===== src/rtl/tp84_hiscore_arbiter.sv =====
// tp84_hiscore_arbiter
// Shares the TP84 main-board work RAM between the main CPU and the MiSTer
// hiscore port. A hiscore request halts the CPU at a bus-cycle boundary,
// hands the RAM port to the hiscore side, then gives it back.
// Build option: define TP84_HISCORE_EN to include the hand-over FSM. Without
// it the RAM is wired to the CPU permanently and cpu_halt only follows pause.
module tp84_hiscore_arbiter #(
  parameter int          ADDR_W  = 11,
  parameter logic [15:0] HS_BASE = 16'h0000
) (
  input  logic              clk_49m,
  input  logic              reset,
  input  logic              pause,
  input  logic              cpu_cen,
  input  logic              cpu_ram_cs,
  input  logic              cpu_we,
  input  logic [ADDR_W-1:0] cpu_addr,
  input  logic [7:0]        cpu_din,
  output logic              cpu_halt,
  input  logic              hs_access,
  input  logic [15:0]       hs_address,
  input  logic [7:0]        hs_data_in,
  input  logic              hs_write,
  output logic [7:0]        hs_data_out,
  output logic              hs_ready,
  output logic [ADDR_W-1:0] ram_addr,
  output logic [7:0]        ram_din,
  output logic              ram_we,
  input  logic [7:0]        ram_dout
);

  // CPU write request that commits on this clock
  logic cpu_wr;
  assign cpu_wr = cpu_ram_cs & cpu_we & cpu_cen;

  // High for one cycle after every edge that samples reset low; it forces the
  // RAM port to zero so toggling CPU inputs cannot write during reset.
  logic rst_p1;

  // Track whether the last edge sampled reset asserted
  always_ff @(posedge clk_49m) begin
    rst_p1 <= ~reset;
  end

`ifdef TP84_HISCORE_EN

  typedef enum logic [1:0] {
    ST_CPU,
    ST_DRAIN,
    ST_HS,
    ST_RELEASE
  } state_t;

  state_t      state;
  state_t      state_nxt;
  logic        fair;
  logic [15:0] hs_off;
  logic        in_win;
  logic        hs_write_p1;
  logic        hs_we_p1;
  logic        in_win_p1;

  // Offset of a hiscore address inside the RAM window (16-bit wrap)
  function automatic logic [15:0] win_offset(input logic [15:0] addr);
    return addr - HS_BASE;
  endfunction

  // Window hit test; widened to 17 bits so ADDR_W=16 still works
  function automatic logic win_hit(input logic [15:0] off);
    return ({1'b0, off} < (17'd1 << ADDR_W));
  endfunction

  assign hs_off = win_offset(hs_address);
  assign in_win = win_hit(hs_off);

  // Next-state decode and RAM port mux
  always_comb begin
    state_nxt = state;
    ram_addr  = '0;
    ram_din   = 8'h00;
    ram_we    = 1'b0;
    hs_ready  = 1'b0;

    case (state)
      ST_CPU: begin
        if (hs_access && fair) state_nxt = ST_DRAIN;
      end
      ST_DRAIN: begin
        // An abandoned request wins over a coincident bus-cycle boundary
        if (!hs_access)   state_nxt = ST_CPU;
        else if (cpu_cen) state_nxt = ST_HS;
      end
      ST_HS: begin
        if (!hs_access) state_nxt = ST_RELEASE;
      end
      ST_RELEASE: begin
        state_nxt = ST_CPU;
      end
      default: begin
        state_nxt = ST_CPU;
      end
    endcase

    if (!rst_p1) begin
      if (state == ST_HS) begin
        ram_addr = hs_off[ADDR_W-1:0];
        ram_din  = hs_data_in;
        ram_we   = hs_we_p1;
        hs_ready = 1'b1;
      end else begin
        // DRAIN keeps the CPU on the port so its in-flight write still lands
        ram_addr = cpu_addr;
        ram_din  = cpu_din;
        ram_we   = cpu_wr;
      end
    end
  end

  // State register and fairness flag
  always_ff @(posedge clk_49m) begin
    if (!reset) begin
      state <= ST_CPU;
      fair  <= 1'b1;
    end else begin
      state <= state_nxt;
      // A grant must be separated from the next by at least one CPU bus cycle
      if (state == ST_RELEASE)               fair <= 1'b0;
      else if (state == ST_CPU && cpu_cen)   fair <= 1'b1;
    end
  end

  // Registered halt: rises as soon as the FSM decides to leave CPU and falls
  // one cycle after it is back in CPU
  always_ff @(posedge clk_49m) begin
    if (!reset) begin
      cpu_halt <= 1'b0;
    end else begin
      cpu_halt <= pause | (state != ST_CPU) | (state_nxt != ST_CPU);
    end
  end

  // Hiscore write edge detect: one RAM write per rising edge of hs_write
  always_ff @(posedge clk_49m) begin
    if (!reset) begin
      hs_write_p1 <= 1'b0;
      hs_we_p1    <= 1'b0;
    end else begin
      hs_write_p1 <= hs_write;
      hs_we_p1    <= (state == ST_HS) & hs_access & hs_write & ~hs_write_p1 & in_win;
    end
  end

  // Read return: window flag follows the RAM read by one cycle, output is
  // registered and only refreshed while the hiscore side owns the RAM
  always_ff @(posedge clk_49m) begin
    if (!reset) begin
      in_win_p1   <= 1'b0;
      hs_data_out <= 8'h00;
    end else begin
      in_win_p1 <= in_win;
      if (state == ST_HS) hs_data_out <= in_win_p1 ? ram_dout : 8'hFF;
    end
  end

`else

  // Hiscore side is absent; these inputs are deliberately left unused
  logic unused_hs;
  assign unused_hs = ^{hs_access, hs_address, hs_data_in, hs_write, ram_dout, HS_BASE};

  assign hs_ready    = 1'b0;
  assign hs_data_out = 8'h00;

  // RAM port permanently on the CPU path
  always_comb begin
    ram_addr = '0;
    ram_din  = 8'h00;
    ram_we   = 1'b0;
    if (!rst_p1) begin
      ram_addr = cpu_addr;
      ram_din  = cpu_din;
      ram_we   = cpu_wr;
    end
  end

  // Registered pause-only halt
  always_ff @(posedge clk_49m) begin
    if (!reset) begin
      cpu_halt <= 1'b0;
    end else begin
      cpu_halt <= pause;
    end
  end

`endif

endmodule


===== config.mk =====
export PLATFORM = sky130hd
export DESIGN_NAME = tp84_hiscore_arbiter
export DESIGN_NICKNAME = d
export VERILOG_FILES = /design/src/rtl/tp84_hiscore_arbiter.sv
export SDC_FILE = /design/constraint.sdc
export NUM_CORES = 1
export LEC_CHECK = 0
export ABC_AREA = 1
export ABC_CLOCK_PERIOD_IN_PS = 1370
export CORE_UTILIZATION = 15
export DETAILED_ROUTE_END_ITERATION = 7
export GPL_ROUTABILITY_DRIVEN = 0
export PLACE_DENSITY = 0.84
export SLEW_MARGIN = 15
export SYNTH_ARGS = -nofsm -noshare
export SYNTH_HDL_FRONTEND = slang
export SYNTH_SLANG_ARGS = --single-unit

===== constraint.sdc =====
create_clock -name clk_49m -period 1.37 [get_ports clk_49m]
set_input_delay 0.3425 -clock clk_49m [delete_from_list [all_inputs] [get_ports clk_49m]]
set_output_delay 0.3425 -clock clk_49m [all_outputs]
set_load 0.005 [all_outputs]

## Word-level counts from Yosys, hierarchy flattened

Index checks and enable logic that the tools add are counted.

- Flip-flop bits (word level): 2
- Bits in latches: 0
- Memory bits (writable): 0
- Bits in read-only memories: 0
- Output and inout port bits: 30
- Word-level logic and storage cells: 8
- Memories kept: 0

- $add $sub $neg: 0
- $mul: 0
- Divide/modulo/power cells: 0
- $lt $le $gt $ge: 0
- Equality and inequality tests: 0
- Shifts and indexed selects: 0
- Multiplexer cells: 3
- Bitwise gates (word level): 3
- Reduce and logical (&&, ||, !) cells: 0

Operators by type and width:

| operator | count |
|---|---|
| 2-to-1 mux 11 bit | 1 |
| 2-to-1 mux 8 bit | 1 |
| bitwise AND 1 bit | 2 |
| 2-to-1 mux 1 bit | 1 |
| NOT 1 bit | 1 |

## Longest topological paths before layout

- Depth in word-level cells: 3
- Gate-level depth with buffers: 4

## Worst setup path before layout

No wires, ideal clock.

- Path type: register to output
- Start point: register rst_p1
- End point: output port ram_we
- Data arrival time: 583 ps
- Slack: 444 ps
- Stages on the path, launching flop included: 5
- Path through: dfxtp_1 -> buf_6 -> inv_2 -> nand2_1 -> nor2_2

- Word-level cells in the longest chain between the ends: 1

Ends and longest elaborated chain:

| what | RTL line | RTL |
|---|---|---|
| start: declaration | 38 | `logic rst_p1;` |
| start signal: assignment | 42 | `rst_p1 <= ~reset;` |
| 2-to-1 mux 1 bit | 179 | `if (!rst_p1) begin` |
| end: declaration | 28 | `output logic ram_we,` |

No other way between the ends.

## Worst setup path in the final report

- Start point: input port cpu_addr[2]
- End point: output port ram_addr[2]

- Word-level cells in the longest chain between the ends: 1

Ends and longest elaborated chain:

| what | RTL line | RTL |
|---|---|---|
| start: declaration | 17 | `input logic [ADDR_W-1:0] cpu_addr,` |
| 2-to-1 mux 11 bit | 179 |  |
| end: declaration | 26 | `output logic [ADDR_W-1:0] ram_addr,` |

No other way between the ends.

==> flow_summary.toml <==
[run_status]
status = "completed"

[global_route]
grt_pass1_vias = 352
grt_antenna_before_repair = 0
overflow = 0
grt_pass1_wl_mm = 1.352
grtUsageTotal_pct = 8.720
grt_max_degree = 9

[power_and_ir_drop]
pwr-share-clk_pct = 37.9
power_density_nw_per_um2 = 464.3
p_seq_share_pct = 19.3
combPwrFrac_pct = 42.8
internal-power_w = 0.0002469
p_leak_nw = 0.6031
power_switching_w = 0.00008830
peakVddDrop_v = 0.0005001
switching_share_pct = 26.34

[clock_network]
root_buffer = "clkbuf_4"
cts_sinks = 2
clk_pin_slew_ns = 0.03
htree_levels = 1
cts_hold_buf = 0
clockBufferDepth = 2
postCtsSetupRepairBufs = 0
cts_buffers = 3
cts_tree = "yes"

[drt]
drt_iter0_drc = 7
post_drt_wl_per_cell_um = 8.606
vias = 441
finalWirelength_mm = 1.136
viasPerCell = 3.341
ant_nets = 0
firstDrtPassIters = 2
drc = 0

[critical_path]
critPathCaptureType = "output pin"
cp-startpoint = "cpu_addr[2]"
cp_data_required_time_ns = 1.03
arrival_ns = 1.00
critPathKind = "in2out"
cp-start-kind = "input port"
path_max_fanout = 1

[job]
drv_cap = 0

[sta]
report.final.slew_viol_count = 0
timing.hold.ws_ns = 0.6264
setup_viol = 0
period_share_pct = 97.65
max_freq_mhz = 747.5
finalHoldViolations = 0
final.min_clock_period_ns = 1.338
finalWorstSetupSlack_ns = 0.03217

[floorplanning]
initial_core_util_pct = 16.74
fp-row-count = 15
dieArea_um2 = 2194
core-area_um2 = 1802
die_y_um = 46.84
die_w_um = 46.84
io_pins = 89

[synth]
postSynthCellCount = 59
synth_most_common_cell = "inv_1"
synth_ff_type = "dfxtp_1"
synth.top_cells.by_count = "21 x inv_1, 19 x nor2_1, 10 x buf_4"
ys_seq_elements = 2
async_flop_share_pct = 0
synth.distinct_cells = 9
synth_top_area_share_pct = 26.14
synth_edf_count = 0
yosysSeqAreaShare_pct = 13.28
synth_warnings = 0
synthesis.area_um2 = 301.5
synth.top_cells.by_area = "inv_1 26%, buf_4 25%, nor2_1 24%"
synth_top_area_cell = "inv_1"
avgSynthCellArea_um2 = 5.111

[finish]
final_core_util_pct = 40.07
regArea_um2 = 41.29
syn2layout_area_growth_pct = 139.4
antennaDiodeCount = 0
nFillCells = 216
multiInputGateArea_um2 = 122.6
post-route-cell-area_um2 = 721.9
drive_gt1_share_pct = 27.10
fin_nets = 168

[place]
post_dp_cell_area_um2 = 762.0
dp_slack_ns = -0.4250
dp_hpwl_um = 876
portBuffers = 45

[min_path]
hold_path_depth = 2
hp-class = "in2reg"
min-delay-start = "reset"
layout by cell type, fill, tap and decap left out, drive strengths merged:
cell type,synthesis,layout
buf,11,23
inv,22,22
nor2,20,20
dlymetal6s2s,0,17
conb,1,9
dlygate4sd2,0,5
nand2,3,3
clkbuf,0,3
clkdlybuf4s50,0,3
dfxtp,2,2
stage by stage:
stage / instances / total power, W / setup TNS [ns]
5_1_grt: 132 / 0.0003659 / -0.002979
6_report: 132 / 0.0003352 / 0
2_1_floorplan: 67 / 0.0001313 / 0
4_1_cts: 132 / 0.0003513 / -0.03030
3_3_place_gp: 129 / 0.0002469 / -7.496
3_5_place_dp: 129 / 0.0002510 / -7.807
metal layers:
metal	up-vias	track usage, %	routed length, um
met1	193	7.991	380
met5	-	0	0
met4	0	3.429	0
li1	231	-	-
met3	0	4.231	69
met2	17	16.39	686
layout make-up:
cell class	instances	area share [%]
Tap cell	25	4.333
Inverter	22	11.44
Sequential cell	2	5.719
Clock buffer	3	3.120
Timing Repair Buffer	48	58.41
Multi-Input combinational cell	32	16.98
final timing paths:
check             end  slack, ns
max       ram_addr[2]       0.03
min    rst_p1$_DFF_P_       0.63
registers in the layout (all words and copies together) (netlist names):
signal and flops:
cpu_halt 1, rst_p1 1
critical path: stages:
cell and delay, ns:
clkdlybuf4s50_1 0.45, inv_1 0.03, nor2_1 0.06, buf_2 0.11
timing repair:
item                       4_1_cts  5_1_grt
pin swaps                        5       16
setup endpoints to repair       20       19
gates resized for setup         85       18
power by group through the flow:
stage                     clock, W  combinational, W  sequential (W)
final                     0.000127          0.000143       0.0000646
after global routing      0.000140          0.000160       0.0000653
after CTS                 0.000135          0.000152       0.0000645
after detailed placement         0          0.000186       0.0000653
after global placement           0          0.000182       0.0000652
after floorplan                  0         0.0000671       0.0000641
cell families after synthesis:
logic type / Yosys count / synth area share (%)
and+or+nand+nor: 23 / 29.46
buffers and inverters: 33 / 56.02
other: 1 / 1.244
DFF: 2 / 13.28
Power figures use the tool's default switching activity.
